[src/rtl/seg_seq_pkg.sv]
// Shared types and constants for the character sequencer slice.
package seg_seq_pkg;

  typedef enum logic [2:0] {
    S_IDLE  = 3'd0,
    S_ISSUE = 3'd1,
    S_GUARD = 3'd2,
    S_WAIT  = 3'd3,
    S_HOLD  = 3'd4
  } seq_state_t;

  localparam int          CHAR_W_DEF = 7;
  localparam logic [6:0]  BLANK_CHAR = 7'h00;
  localparam int          HOLD_CNT_W = 8;

endpackage

[src/rtl/seg_char_fifo.sv]
// Synchronous FIFO with registered pointers and an explicit occupancy count.
module seg_char_fifo #(
  parameter int DEPTH  = 4,
  parameter int CHAR_W = 7,
  parameter int LVL_W  = $clog2(DEPTH + 1)
) (
  input  logic              clk,
  input  logic              rst_n,
  input  logic              push_valid,
  input  logic [CHAR_W-1:0] push_data,
  output logic              push_ready,
  input  logic              pop,
  output logic [CHAR_W-1:0] head,
  output logic [LVL_W-1:0]  level
);

  localparam int PTR_W = $clog2(DEPTH);

  logic [DEPTH-1:0][CHAR_W-1:0] mem;
  logic [PTR_W-1:0]             wr_ptr, rd_ptr;
  logic [LVL_W-1:0]             count;
  logic                         push, pop_ok;

  assign push_ready = (count != LVL_W'(DEPTH));
  assign push       = push_valid && push_ready;
  assign pop_ok     = pop && (count != '0);
  assign head       = mem[rd_ptr];
  assign level      = count;

  // Storage needs no reset; only the occupancy bookkeeping does.
  always_ff @(posedge clk) begin
    if (push) mem[wr_ptr] <= push_data;
  end

  // Pointers wrap naturally since DEPTH is a power of two.
  always_ff @(posedge clk or negedge rst_n) begin
    if (!rst_n) begin
      wr_ptr <= '0;
      rd_ptr <= '0;
      count  <= '0;
    end else begin
      if (push)   wr_ptr <= wr_ptr + 1'b1;
      if (pop_ok) rd_ptr <= rd_ptr + 1'b1;
      unique case ({push, pop_ok})
        2'b10:   count <= count + 1'b1;
        2'b01:   count <= count - 1'b1;
        default: count <= count;
      endcase
    end
  end

endmodule

[src/rtl/seg_char_sequencer.sv]
// Character scheduler ahead of the segment animator: queue, strobe one char,
// wait for its animation, hold the glyph HOLD_TICKS frames, repeat.
// Build option: SEQ_REPEAT_EN loops the last glyph while the queue is empty.
module seg_char_sequencer
  import seg_seq_pkg::*;
#(
  parameter int DEPTH      = 4,
  parameter int CHAR_W     = CHAR_W_DEF,
  parameter int HOLD_TICKS = 30
) (
  input  logic                       clk,
  input  logic                       rst_n,
  input  logic                       ena,
  input  logic                       tick60,
  input  logic                       in_valid,
  input  logic [CHAR_W-1:0]          in_data,
  output logic                       in_ready,
  input  logic                       anim_busy,
  output logic                       out_valid,
  output logic [CHAR_W-1:0]          out_char,
  output logic [$clog2(DEPTH+1)-1:0] level,
  output logic                       idle
);

  localparam int LVL_W = $clog2(DEPTH + 1);
  localparam logic [HOLD_CNT_W-1:0] HOLD_LAST = HOLD_CNT_W'(HOLD_TICKS - 1);

  seq_state_t            state;
  logic [HOLD_CNT_W-1:0] hold_cnt;
  logic [CHAR_W-1:0]     head;
  logic                  pop;
  logic                  q_empty;

  assign q_empty = (level == '0);
  // An ISSUE with an empty queue is a repeat: re-strobe without popping.
  assign pop     = ena && (state == S_ISSUE) && !q_empty;
  assign idle    = (state == S_IDLE) && q_empty;

  seg_char_fifo #(
    .DEPTH  (DEPTH),
    .CHAR_W (CHAR_W),
    .LVL_W  (LVL_W)
  ) u_fifo (
    .clk        (clk),
    .rst_n      (rst_n),
    .push_valid (in_valid),
    .push_data  (in_data),
    .push_ready (in_ready),
    .pop        (pop),
    .head       (head),
    .level      (level)
  );

  // Sequencer FSM; ena low freezes state and counter and suppresses the strobe.
  always_ff @(posedge clk or negedge rst_n) begin
    if (!rst_n) begin
      state     <= S_IDLE;
      hold_cnt  <= '0;
      out_valid <= 1'b0;
      out_char  <= CHAR_W'(BLANK_CHAR);
    end else begin
      out_valid <= 1'b0;
      if (ena) begin
        unique case (state)
          S_IDLE: begin
            if (!q_empty) state <= S_ISSUE;
          end
          S_ISSUE: begin
            out_valid <= 1'b1;
            if (!q_empty) out_char <= head;
            state <= S_GUARD;
          end
          // Animator raises busy a cycle after the strobe; skip that cycle.
          S_GUARD: state <= S_WAIT;
          S_WAIT: begin
            if (!anim_busy) begin
              hold_cnt <= '0;
              state    <= S_HOLD;
            end
          end
          S_HOLD: begin
            if (tick60) begin
              if (hold_cnt == HOLD_LAST) begin
                hold_cnt <= '0;
`ifdef SEQ_REPEAT_EN
                state    <= S_ISSUE;
`else
                state    <= S_IDLE;
`endif
              end else begin
                hold_cnt <= hold_cnt + 1'b1;
              end
            end
          end
          default: state <= S_IDLE;
        endcase
      end
    end
  end

endmodule

[config.mk]
export PLATFORM = sky130hd
export DESIGN_NAME = seg_char_sequencer
export DESIGN_NICKNAME = d
export VERILOG_FILES = /design/src/rtl/seg_seq_pkg.sv /design/src/rtl/seg_char_fifo.sv /design/src/rtl/seg_char_sequencer.sv
export SDC_FILE = /design/constraint.sdc
export NUM_CORES = 1
export LEC_CHECK = 0
export ABC_AREA = 1
export CAP_MARGIN = 10
export CORE_MARGIN = 1
export CORE_UTILIZATION = 35
export DETAILED_ROUTE_END_ITERATION = 8
export GPL_ROUTABILITY_DRIVEN = 0
export PLACE_DENSITY = 0.56
export SLEW_MARGIN = 15
export SYNTH_ARGS = -nofsm -noshare
export SYNTH_HDL_FRONTEND = slang
export SYNTH_HIERARCHICAL = 1
export SYNTH_SLANG_ARGS = --single-unit
[constraint.sdc]
create_clock -name clk -period 1.85 [get_ports clk]
set_input_delay 0.185 -clock clk [delete_from_list [all_inputs] [get_ports clk]]
set_output_delay 0.185 -clock clk [all_outputs]
set_load 0.02 [all_outputs]
==> flow_summary.ini <==
[status]
status = completed

[synth]
synthTopCellsByArea = edfxtp_1 (31%), dfrtp_1 (24%), nand2_1 (13%)
synth_seq_cells = 54
seq_area_frac_synth = 0.553
syn_avg_cell_area_um2 = 9.23
yosysMostFrequentCell = nand2_1
synth_cells = 292
synth_ff_type = edfxtp_1
synth_cell_types = 28
synth_top_area_share = 0.312
synth-edff-count = 28
syn_area_mm2 = 0.00270
synthTopCellsByCount = nand2_1 (93), inv_1 (43), edfxtp_1 (28)
yosysTopAreaCell = edfxtp_1
syn_nets = 313
yosysWarnings = 6
async_flop_share = 0.481

[clocking]
postCtsHoldBufs = 0
clkTransAtPathRegs_ns = 0.10
cts_buffers = 5
h-tree-depth = 2
cts_tree = yes
clk_latency_ns = 0.31
clockBufferDepth = 2
clock-sinks = 54
root_buffer = clkbuf_8

[floorplan]
start_util = 0.368
fp-row-count = 31
die_h_um = 89.8
io_pins = 26
coreArea_mm2 = 0.00733
die_x_um = 89.8
die_area_mm2 = 0.00806

[power]
power_density_mw_per_mm2 = 1430
leakagePower_nw = 1.54
vdd_drop_max_mv = 0.420

[placed_design]
dp_hpwl_um = 3550
io_buffers = 25
place_area_mm2 = 0.00319
dp_slack_ns = -0.0950
post-place-cells = 427

[drt]
drt_iter0_drc = 65
post_drt_wl_per_cell_um = 11.0
drc_errors = 0
routed_wl_um = 4790
ant_nets = 0
firstDrtPassIters = 4
vias_per_cell = 4.32
vias = 1880

[timing]
tightest_slew_ns = 0.427
finalHoldViolations = 0
skew_ns = 0.00803
fmax_mhz = 558
slew_headroom = 0.715
min_period_ns = 1.79
timing.final.ws_setup_ns = 0.0577
drv_slew = 0
finalSetupViolations = 0
fin_crit_sh = 0.969
fin_setup_tns_ns = 0
rsz0062_at_grt = yes

[worst_setup_path]
start_kind = flop
reg2regPathDepth = 14
crit_arrival_ns = 2.00
cp-end-kind = flop
rr_startpoint = state[2]$_DFFE_PN0P_
crit_required_ns = 2.06
critPathKind = reg2reg
path_max_fanout = 3
cp-startpoint = state[2]$_DFFE_PN0P_

[finish]
layout.cells.non_filler = 435
diodes = 0
fill_cells = 698
drive_gt1_frac = 0.179
syn_to_final_growth_pct = 22.3
utilization = 0.450
final_cell_area_mm2 = 0.00330
fin_nets = 356

[global_routing]
grtUsageTotal = 0.134
globalRoute.totalOverflow = 0
grt_max_degree = 30
grt_pass1_wl_um = 8650
antenna_found_initial = 0
grt_pass1_vias = 1863

[flow_run]
maxCapViolCount = 0

[hold_path]
worst_hold_path_type = in2async
==> per-layer routing <==
layer / vias up / wire length (µm) / track usage
met2: 23 / 2310 / 0.222
met4: 0 / 76 / 0.0492
met5: - / 0 / 0
met3: 6 / 143 / 0.0271
li1: 1011 / - / -
met1: 840 / 2260 / 0.174
==> cell usage in the layout (no fill, tap or decap), types with 4 or more instances in the layout <==
| cell | synthesis | final |
|---|---|---|
| nand3_1 | 16 | 14 |
| o21ai_1 | 4 | 5 |
| clkdlybuf4s50_1 | 0 | 23 |
| edfxtp_1 | 28 | 28 |
| nand2_2 | 5 | 7 |
| buf_4 | 0 | 16 |
| nor2_2 | 5 | 4 |
| nand2_1 | 93 | 90 |
| clkbuf_8 | 0 | 5 |
| nand4_1 | 6 | 6 |
| inv_2 | 5 | 7 |
| ha_1 | 7 | 6 |
| dfrtp_1 | 26 | 26 |
| inv_1 | 43 | 40 |
| nor2_1 | 16 | 16 |
| o211ai_1 | 14 | 14 |
| nand2_4 | 3 | 4 |
==> worst paths after layout <==
path                                                end  slack (ns)
max                         u_fifo/level[2]$_DFFE_PN0P_        0.06
min                             hold_cnt[5]$_DFFE_PN0P_        0.23
max reg2reg                 u_fifo/level[2]$_DFFE_PN0P_        0.06
min reg2reg                     out_char[0]$_DFFE_PN0P_        0.48
max in group asynchronous  u_fifo/rd_ptr[0]$_DFFE_PN0P_        1.36
min in group clk                    out_valid$_DFF_PN0_        0.47
==> registers in the layout, indices dropped and copies added, names as in the netlist <==
name,count
hold_cnt,8
out_char,7
out_valid,1
state,3
u_fifo/level,3
u_fifo/mem,28
u_fifo/rd_ptr,2
u_fifo/wr_ptr,2
==> critical path, stage by stage (launching register included) <==
cell and delay (ns):
dfrtp_1 0.43, inv_4 0.08, nand3_4 0.07, nor2_4 0.11, nand2_4 0.07, clkinv_4 0.05, nand2_4 0.04, inv_2 0.06
ha_4 0.13, inv_2 0.04, fa_2 0.34, nand2_2 0.09, nand3_2 0.07, nand2_1 0.06, nand2_1 0.05
==> kinds of logic (layout without fill, tap and decap cells) <==
family	after synthesis	after routing	share of synthesized area
adder cells (fa/ha/maj)	8	8	0.0399
AO/OA/AOI/OAI	22	22	0.0562
XOR/XNOR	3	3	0.00975
flip-flops	54	54	0.553
buffers and inverters	55	99	0.0887
AND/OR/NAND/NOR	150	150	0.252
==> what timing repair did <==
| action | in CTS | in global routing |
|---|---|---|
| endpoints found under the hold margin | 0 | 0 |
| endpoints found under the setup margin | 1 | 3 |
| gates resized for setup | 1 | 5 |
| setup buffers | 0 | 0 |
| pin swaps | 0 | 1 |
==> area by class of cell <==
type	instances	area (µm²)	area share
Tap cell	99	124	0.0376
Clock buffer	5	68.8	0.0209
Clock inverter	3	28.8	0.00873
Multi-Input combinational cell	183	1010	0.308
Sequential cell	54	1490	0.452
Inverter	50	198	0.0600
Timing Repair Buffer	41	372	0.113
==> where the power goes <==
part           total (mW)  switching, mW  internal (mW)  leakage [nW]
logic                2.09           1.22          0.871         0.902
clock network       0.697          0.416          0.281        0.0502
registers            1.94          0.289           1.65         0.591
==> metrics by stage <==
| step | hold slack, ns | power [mW] |
|---|---|---|
| after floorplan | -0.111 | 3.36 |
| after global placement | 0.467 | 4.05 |
| after detailed placement | 0.464 | 4.08 |
| after CTS | 0.243 | 4.79 |
| after global routing | 0.262 | 5.15 |
| final | 0.227 | 4.72 |
No activity file was read; power rests on OpenSTA's default activity.
